===== src/rtl/ucie_ctl_rx_path_if.sv =====
// ucie_ctl_rx_path_if: bundle of the RDI receive inputs and the FDI receive outputs
// for ucie_ctl_rx_path. The slave modport is the controller's view; master is the
// environment (PHY plus protocol layer) driving it.
// Optional macro UCIE_CTL_RX_PARITY_EN adds i_rdi_pl_parity and o_rx_parity_err.
interface ucie_ctl_rx_path_if #(
  parameter int D_SIZE = 64,
  parameter int P_SIZE = 3
);
  logic [3:0]        i_fdi_pl_state_sts;
  logic              i_rdi_pl_valid;
  logic [D_SIZE-1:0] i_rdi_pl_data;
  logic              i_fdi_lp_rx_rdy;
  logic              o_fdi_pl_valid;
  logic [D_SIZE-1:0] o_fdi_pl_data;
  logic              o_rx_overf_err;
  logic [P_SIZE:0]   o_rx_fifo_level;
`ifdef UCIE_CTL_RX_PARITY_EN
  logic              i_rdi_pl_parity;
  logic              o_rx_parity_err;
`endif

  modport master (
`ifdef UCIE_CTL_RX_PARITY_EN
    output i_rdi_pl_parity,
    input  o_rx_parity_err,
`endif
    output i_fdi_pl_state_sts,
    output i_rdi_pl_valid,
    output i_rdi_pl_data,
    output i_fdi_lp_rx_rdy,
    input  o_fdi_pl_valid,
    input  o_fdi_pl_data,
    input  o_rx_overf_err,
    input  o_rx_fifo_level
  );

  modport slave (
`ifdef UCIE_CTL_RX_PARITY_EN
    input  i_rdi_pl_parity,
    output o_rx_parity_err,
`endif
    input  i_fdi_pl_state_sts,
    input  i_rdi_pl_valid,
    input  i_rdi_pl_data,
    input  i_fdi_lp_rx_rdy,
    output o_fdi_pl_valid,
    output o_fdi_pl_data,
    output o_rx_overf_err,
    output o_rx_fifo_level
  );
endinterface


===== src/rtl/ucie_ctl_rx_path.sv =====
// ucie_ctl_rx_path: UCIe receive datapath controller. RDI words are buffered in a
// synchronous FIFO and presented on FDI through a valid/ready output register.
// Traffic is gated on the FDI link state; leaving Active drains what is buffered.
// Optional macro UCIE_CTL_RX_PARITY_EN enables even-parity checking of RDI words.
module ucie_ctl_rx_path #(
  parameter logic [3:0] UCIE_ACTIVE = 4'd1,
  parameter int         FIFO_D_SIZE = 64,
  parameter int         FIFO_P_SIZE = 3
) (
  input  logic            i_clk,
  input  logic            i_rst,
  ucie_ctl_rx_path_if.slave bus
);

  localparam int                 DEPTH     = 1 << FIFO_P_SIZE;
  localparam logic [FIFO_P_SIZE:0] DEPTH_CNT = (FIFO_P_SIZE+1)'(DEPTH);

  typedef enum logic [1:0] {
    S_IDLE   = 2'd0,
    S_ACTIVE = 2'd1,
    S_DRAIN  = 2'd2
  } state_t;

  state_t state_q;
  state_t state_n;

  logic [FIFO_D_SIZE-1:0] mem [DEPTH];
  logic [FIFO_P_SIZE-1:0] wr_ptr_q;
  logic [FIFO_P_SIZE-1:0] rd_ptr_q;
  logic [FIFO_P_SIZE:0]   count_q;
  logic                   out_valid_q;
  logic [FIFO_D_SIZE-1:0] out_data_q;
  logic                   overf_q;

  logic link_active;
  logic fifo_empty;
  logic fifo_full;
  logic wr_allowed;
  logic rd_allowed;
  logic word_good;
  logic wr_attempt;
  logic wr_en;
  logic rd_en;
  logic overflow;
  logic out_accept;

  assign link_active = (bus.i_fdi_pl_state_sts == UCIE_ACTIVE);
  assign fifo_empty  = (count_q == '0);
  assign fifo_full   = (count_q == DEPTH_CNT);

`ifdef UCIE_CTL_RX_PARITY_EN
  logic parity_q;
  logic parity_fail;

  // Even parity: the parity bit equals the XOR of all data bits.
  assign word_good   = ((^bus.i_rdi_pl_data) == bus.i_rdi_pl_parity);
  assign parity_fail = wr_attempt && !word_good;
`else
  assign word_good   = 1'b1;
`endif

  // Read/write qualification; a full FIFO still accepts a write when a read frees a slot.
  assign wr_attempt = wr_allowed && bus.i_rdi_pl_valid;
  assign out_accept = out_valid_q && bus.i_fdi_lp_rx_rdy;
  assign rd_en      = rd_allowed && !fifo_empty && (!out_valid_q || bus.i_fdi_lp_rx_rdy);
  assign wr_en      = wr_attempt && word_good && (!fifo_full || rd_en);
  assign overflow   = wr_attempt && word_good && fifo_full && !rd_en;

  // State register.
  always_ff @(posedge i_clk) begin
    // NOTE: sequential state uses non-blocking assignments so every register samples pre-edge values.
    if (i_rst) state_q <= S_IDLE;
    else       state_q <= state_n;
  end

  // Next-state logic; a word written in the last Active cycle still forces a drain.
  always_comb begin
    // NOTE: defaulting every comb output first keeps the block free of inferred latches.
    state_n = state_q;
    unique case (state_q)
      S_IDLE: begin
        if (link_active) state_n = S_ACTIVE;
      end
      S_ACTIVE: begin
        if (!link_active) begin
          if (!fifo_empty || out_valid_q || wr_en) state_n = S_DRAIN;
          else                                     state_n = S_IDLE;
        end
      end
      S_DRAIN: begin
        if (link_active)                      state_n = S_ACTIVE;
        else if (fifo_empty && !out_valid_q)  state_n = S_IDLE;
      end
      default: state_n = S_IDLE;
    endcase
  end

  // FSM outputs: which side of the FIFO is enabled in each state.
  always_comb begin
    wr_allowed = 1'b0;
    rd_allowed = 1'b0;
    unique case (state_q)
      S_ACTIVE: begin
        wr_allowed = 1'b1;
        rd_allowed = 1'b1;
      end
      S_DRAIN: rd_allowed = 1'b1;
      default: ;
    endcase
  end

  // FIFO storage; payload only, so it carries no reset.
  always_ff @(posedge i_clk) begin
    // NOTE: the memory array is deliberately not reset; pointers and count define validity.
    if (wr_en) mem[wr_ptr_q] <= bus.i_rdi_pl_data;
  end

  // Pointers and occupancy; pointers wrap naturally at the power-of-two depth.
  always_ff @(posedge i_clk) begin
    if (i_rst) begin
      wr_ptr_q <= '0;
      rd_ptr_q <= '0;
      count_q  <= '0;
    end else begin
      if (wr_en) wr_ptr_q <= wr_ptr_q + 1'b1;
      if (rd_en) rd_ptr_q <= rd_ptr_q + 1'b1;
      unique case ({wr_en, rd_en})
        2'b10:   count_q <= count_q + 1'b1;
        2'b01:   count_q <= count_q - 1'b1;
        default: count_q <= count_q;
      endcase
    end
  end

  // Output register: loads the FIFO head when free or being accepted, holds otherwise.
  always_ff @(posedge i_clk) begin
    if (i_rst) begin
      out_valid_q <= 1'b0;
      out_data_q  <= '0;
    end else if (rd_en) begin
      out_valid_q <= 1'b1;
      out_data_q  <= mem[rd_ptr_q];
    end else if (out_accept) begin
      out_valid_q <= 1'b0;
    end
  end

  // Sticky error flags; cleared whenever the FSM is heading into idle.
  always_ff @(posedge i_clk) begin
    if (i_rst)                  overf_q <= 1'b0;
    else if (state_n == S_IDLE) overf_q <= 1'b0;
    else if (overflow)          overf_q <= 1'b1;
  end

`ifdef UCIE_CTL_RX_PARITY_EN
  // Sticky parity error with the same clear rules as overflow.
  always_ff @(posedge i_clk) begin
    if (i_rst)                  parity_q <= 1'b0;
    else if (state_n == S_IDLE) parity_q <= 1'b0;
    else if (parity_fail)       parity_q <= 1'b1;
  end

  assign bus.o_rx_parity_err = parity_q;
`endif

  assign bus.o_fdi_pl_valid  = out_valid_q;
  assign bus.o_fdi_pl_data   = out_data_q;
  assign bus.o_rx_overf_err  = overf_q;
  assign bus.o_rx_fifo_level = count_q;

endmodule

===== src/flat_wrapper.sv =====
// flat-port wrapper written by rule: the top's interface ports become plain ports
module ucie_ctl_rx_path_flat 
#(
  parameter logic [3:0] UCIE_ACTIVE = 4'd1,
  parameter int         FIFO_D_SIZE = 64,
  parameter int         FIFO_P_SIZE = 3
)
  (i_clk, i_rst, bus_i_fdi_pl_state_sts, bus_i_rdi_pl_valid, bus_i_rdi_pl_data, bus_i_fdi_lp_rx_rdy, bus_o_fdi_pl_valid, bus_o_fdi_pl_data, bus_o_rx_overf_err, bus_o_rx_fifo_level);
  ucie_ctl_rx_path_if bus_i ();
  input  logic i_clk;
  input  logic i_rst;
  input wire logic [$bits(bus_i.i_fdi_pl_state_sts)-1:0] bus_i_fdi_pl_state_sts;
  input wire logic [$bits(bus_i.i_rdi_pl_valid)-1:0] bus_i_rdi_pl_valid;
  input wire logic [$bits(bus_i.i_rdi_pl_data)-1:0] bus_i_rdi_pl_data;
  input wire logic [$bits(bus_i.i_fdi_lp_rx_rdy)-1:0] bus_i_fdi_lp_rx_rdy;
  output wire logic [$bits(bus_i.o_fdi_pl_valid)-1:0] bus_o_fdi_pl_valid;
  output wire logic [$bits(bus_i.o_fdi_pl_data)-1:0] bus_o_fdi_pl_data;
  output wire logic [$bits(bus_i.o_rx_overf_err)-1:0] bus_o_rx_overf_err;
  output wire logic [$bits(bus_i.o_rx_fifo_level)-1:0] bus_o_rx_fifo_level;
  assign bus_i.i_fdi_pl_state_sts = bus_i_fdi_pl_state_sts;
  assign bus_i.i_rdi_pl_valid = bus_i_rdi_pl_valid;
  assign bus_i.i_rdi_pl_data = bus_i_rdi_pl_data;
  assign bus_i.i_fdi_lp_rx_rdy = bus_i_fdi_lp_rx_rdy;
  assign bus_o_fdi_pl_valid = bus_i.o_fdi_pl_valid;
  assign bus_o_fdi_pl_data = bus_i.o_fdi_pl_data;
  assign bus_o_rx_overf_err = bus_i.o_rx_overf_err;
  assign bus_o_rx_fifo_level = bus_i.o_rx_fifo_level;
  ucie_ctl_rx_path #(.UCIE_ACTIVE(UCIE_ACTIVE), .FIFO_D_SIZE(FIFO_D_SIZE), .FIFO_P_SIZE(FIFO_P_SIZE)) u_core (.i_clk(i_clk), .i_rst(i_rst), .bus(bus_i));
endmodule

===== config.mk =====
export PLATFORM = sky130hd
export DESIGN_NAME = ucie_ctl_rx_path_flat
export DESIGN_NICKNAME = d
export VERILOG_FILES = /design/src/rtl/ucie_ctl_rx_path_if.sv /design/src/rtl/ucie_ctl_rx_path.sv /design/src/flat_wrapper.sv
export SDC_FILE = /design/constraint.sdc
export NUM_CORES = 1
export LEC_CHECK = 0
export BUFFER_PORTS_ARGS = -buffer_cell sky130_fd_sc_hd__buf_2
export CELL_PAD_IN_SITES_DETAIL_PLACEMENT = 1
export CELL_PAD_IN_SITES_GLOBAL_PLACEMENT = 1
export CORE_ASPECT_RATIO = 0.6
export CORE_MARGIN = 2
export CORE_UTILIZATION = 53
export DETAILED_ROUTE_END_ITERATION = 10
export PLACE_DENSITY_LB_ADDON = 0.1
export SETUP_SLACK_MARGIN = 0.02
export SYNTH_ARGS = -nofsm -noshare
export SYNTH_HDL_FRONTEND = slang
export SYNTH_SLANG_ARGS = --single-unit

===== constraint.sdc =====
create_clock -name i_clk -period 12 [get_ports i_clk]
set_input_delay 0 -clock i_clk [delete_from_list [all_inputs] [get_ports i_clk]]
set_output_delay 0 -clock i_clk [all_outputs]
set_load 0.01 [all_outputs]

Word-level counts from Yosys, hierarchy flattened
Memories as Yosys holds them, arrays and structs flattened. A register that Yosys moved wholly into a read port is not among the register bits. Cells that the tools add are included.

Register bits after elaboration: 14. Memory bits (writable): 512. Output and inout bits: 70. Word-level logic and storage cells: 53. Memories: 1.

Memory list: u_core.mem (words 8, bits a word 64, rd ports 1, clocked after memory_dff 1, wr ports 1, RTL line ucie_ctl_rx_path.sv:27) `logic [FIFO_D_SIZE-1:0] mem [DEPTH];`.

Add/subtract/negate cells: 4. Equal/unequal tests: 6. Muxes and demuxes: 13. Reductions and logical operators: 23.

Operator list (count): $mux 2 (5); $logic_and 1x1->1 (8); $pmux 4 s2 (1); $add 3x1->3 const B (2); $mux 1 (6); $pmux 2 s3 (1); $add 4x1->4 const B (1); $eq 2x1->1 const B (2); $eq 2x2->1 const B (2); $eq 4x1->1 const B (1); $eq 4x4->1 const B (1); $logic_not 1->1 (4); $logic_not 2->1 (2); $logic_not 4->1 (1); $logic_or 1x1->1 (4); $reduce_bool 2->1 (2); $reduce_or 2->1 (2); $sub 4x1->4 const B (1).

Longest topological paths before layout
Depth after elaboration: 13. Depth in mapped cells: 13.

Worst setup path before layout
Ideal clock, no wire load.

Path kind: reg2reg. Start: register u_core.state_q[1]. End: memory u_core.mem[0][0] (enable). Setup time: 565 ps. Data arrival time: 5568 ps. Data required time: 11435 ps. Slack: 5867 ps. Stages on the path, launching flop included: 6. Path buffers: 0. Period minus slack after synthesis: 6133 ps. Cells stage by stage: dfxtp_1 -> inv_1 -> ha_1 -> a21oi_1 -> or3_1 -> nor3_1.

Longest elaborated chain between the ends: 9.

Ends and longest elaborated chain: start: declaration (RTL line ucie_ctl_rx_path.sv:24) `state_t state_q;`; start signal: assignment (RTL line ucie_ctl_rx_path.sv:73) `else state_q <= state_n;`; $eq 2x1->1 or $eq 2x2->1 (tied branches) (RTL line ucie_ctl_rx_path.sv:102) `unique case (state_q)`; $reduce_or 2->1 (no line); $mux 1 (RTL line ucie_ctl_rx_path.sv:102); $logic_and 1x1->1 (2 in a row) (RTL line ucie_ctl_rx_path.sv:65) `assign rd_en = rd_allowed && !fifo_empty && (!out_valid_q || bus.i_fdi_lp_rx_rdy);`; $logic_or 1x1->1 (RTL line ucie_ctl_rx_path.sv:66) `assign wr_en = wr_attempt && word_good && (!fifo_full || rd_en);`; $logic_and 1x1->1 * (RTL line ucie_ctl_rx_path.sv:66); $mux 1 * (RTL line ucie_ctl_rx_path.sv:115) `if (wr_en) mem[wr_ptr_q] <= bus.i_rdi_pl_data;`; $mux 1 (not written as such) * (RTL line ucie_ctl_rx_path.sv:115); end: declaration (RTL line ucie_ctl_rx_path.sv:27).

Every way passes the cells marked *; elsewhere a longest branch is shown, timed or not.

Worst setup path after layout
Start: register u_core.state_q[1]. End: memory u_core.mem[0][13] (enable).

Same word-level chain as after synthesis.

==> flow_summary.toml <==
[finish]
final_cell_mix = "512 x edfxtp_1, 140 x buf_2, 128 x mux4_2"
final_common_cell = "edfxtp_1"
nFillCells = 3465
final_nets = 1358
area_growth_pct = 17.19
drive_above_1_share = 0.3364
num_antenna_cells = 0
stdcell_area_um2 = 26160
finalNonFillerCells = 1890

[placed_design]
routabilityCongestion = 0.7248
place_ws_ns = 8.413
dp_cells = 1722
portBuffers = 141
dp_hpwl_mm = 25.92
place_area_um2 = 23640

[drt]
antenna_left = 0
drt-total-wl_mm = 49.09
drt_iter0_markers = 781
drc = 0
avgViaCountPerCell = 5.763
vias = 10890
routedWlPerCell_um = 25.97
first_pass_iters = 5

[timing]
fin_crit_sh = 0.2933
rsz0062_at_grt = "no"
clock-skew-final_ns = 0.02168
hold_violations = 0
setup_viol = 0
slew-limit-headroom = 0.2275
fin_setup_tns_ns = 0
max_freq_mhz = 284.1
fin_ws_ns = 8.481
report.final.slew_viol_count = 0
fin_crit_ns = 3.519
worst_pin_slew_ns = 1.159

[run]
cap_violations = 0

[synthesis]
async_reset_ff_frac = 0
ys_types = 37
syn_inst = 1051
ys_seq_area_frac = 0.7586
synthFlopType = "edfxtp_1"
synth_edf_count = 512
yosysWarnings = 0
ys_ff_latch = 590
synth_area_per_cell_um2 = 21.24
synth_nets = 1133
synthTopCellsByArea = "edfxtp_1 69%, mux4_2 13%, dfxtp_1 7.0%, a211oi_2 3.3%, mux2i_1 2.9%"
synth_area_um2 = 22330
synth_top_area_frac = 0.6886
netlist.top_cell.by_area = "edfxtp_1"

[clock_tree]
post_cts_buffers = 0
htreeDepth = 2
cts_resized = 0
clk_pin_slew_ns = 0.06
cts.path.max_buffers = 3
cts_sinks = 590
cts_tree = "built"
clock_latency_ns = 0.59
root_buffer = "clkbuf_16"
numCtsBuffers = 52

[floorplanning]
die-area_um2 = 43840
initial_core_util = 0.5351
die_x_um = 269.0
core_area_um2 = 41730
ioPinCount = 142
dieHeight_um = 163.0
rows = 58

[grt]
track_usage = 0.2330
antenna_found_initial = 0
met3_usage = 0.04143
use_met1 = 0.3447
grt.busiest_layer = "met2"
grt_pass1_wl_mm = 75.05
gr-total-overflow = 0
grt_max_degree = 78
use_met2 = 0.3732
grt_pass1_vias = 11790

[pwr]
seqPwrFrac = 0.546
clockPowerShare = 0.436
p_sw_frac = 0.1914
p_per_area_nw_per_um2 = 156.2
ir_worst_vdd_uv = 115.6
power_switching_uw = 782.4
p_comb_frac = 0.019
internal_power_uw = 3305
p_leak_uw = 0.008267

[critical_path]
arrival_ns = 3.72
crit_fanout = 55
r2r_setup_slack_ns = 8.48
crit_path_end_kind = "flip-flop"
crit_required_ns = 12.20
r2r_cells = 6
cp-start-kind = "flip-flop"
crit_type = "flip-flop to flip-flop"

[worst_hold_path]
whs_path_depth = 2
hp-class = "input pin to flip-flop"

[outcome]
outcome = "completed"
synth_stat cells, types with 2 or more instances:
| cell type | n |
|---|---|
| edfxtp_1 | 512 |
| mux4_2 | 128 |
| nor2_1 | 81 |
| dfxtp_1 | 78 |
| mux2i_1 | 65 |
| a211oi_2 | 59 |
| clkbuf_1 | 28 |
| buf_2 | 17 |
| buf_6 | 10 |
| ha_1 | 9 |
| nand2_1 | 9 |
| a21oi_1 | 8 |
| inv_1 | 6 |
| a211oi_1 | 5 |
| nand2b_1 | 4 |
| nor3_1 | 3 |
| xnor2_1 | 3 |
| xor2_1 | 3 |
| a21o_1 | 2 |
| buf_1 | 2 |
| o21ai_0 | 2 |
| or3_1 | 2 |
per-stage QoR:
step                      power, uW  hold slack, ns    util
after floorplan                2296         0.09887       -
after global routing           4204          0.2259  0.6270
after detailed placement       2334          0.2766  0.5664
final                          4087          0.2265  0.6270
after global placement         2330          0.2694  0.5664
after CTS                      4122          0.1922  0.6270
worst paths after layout:
path	startpoint	endpoint
setup / recovery	u_core.state_q[1]	u_core.mem[0][13]
setup reg to reg	u_core.state_q[1]	u_core.mem[0][13]
hold / removal	bus_i_rdi_pl_data[60]	u_core.mem[5][60]
hold reg to reg	u_core.bus.o_rx_overf_err	u_core.bus.o_rx_overf_err
state kept, by name, summed over array words and instances (netlist names):
name	flops
u_core.rd_ptr_q	3
u_core.bus.o_rx_fifo_level	4
u_core.bus.o_fdi_pl_data	64
u_core.bus.o_fdi_pl_valid	1
u_core.bus.o_rx_overf_err	1
u_core.mem	512
u_core.state_q	2
u_core.wr_ptr_q	3
layout make-up:
type	instances	area [um2]	share of cell area
multi-input combinational	397	5110	0.1953
clock inverter	29	380.4	0.01454
sequential	590	16950	0.6477
tap	570	713.2	0.02726
inverter	6	22.52	0.0008608
clock buffer	69	1446	0.05528
timing repair buffer	229	1544	0.05901
worst max-delay path: stages (launching register included):
cell and delay [ns]:
dfxtp_1 0.42, inv_1 0.09, ha_1 0.33, a21oi_1 0.12, or3_1 0.50, nor3_2 0.72, buf_4 0.90
metal layers:
| layer | vias up | share of wire |
|---|---|---|
| met2 | 237 | 0.49 |
| li1 | 4763 | - |
| met1 | 5846 | 0.46 |
| met3 | 47 | 0.044 |
| met5 | - | 0 |
| met4 | 0 | 0.010 |
cells by family (layout without fill, tap and decap cells):
family	after synthesis	count (layout)	share of synthesized area
DFF	590	590	0.7586
muxes	193	193	0.1583
and+or+nand+nor	108	108	0.02057
AOI/OAI and AO/OA	80	80	0.03906
buffers and inverters	64	333	0.01524
adders and majority gates	10	10	0.005940
xor gates and xnor gates	6	6	0.002354
what timing repair did:
item / in CTS / in global routing
endpoints found under the hold margin: 541 / 0
setup endpoints to repair: 0 / 0
hold buffers: 70 / 0
power by group through the flow:
stage	clock network (uW)	logic [uW]	registers (uW)
2_1_floorplan	0	18.5	2280
3_3_place_gp	0	55.4	2270
3_5_place_dp	0	58.3	2280
4_1_cts	1810	77.1	2230
5_1_grt	1890	84.5	2230
6_report	1780	76.7	2230
Power figures use the tool's default switching activity.
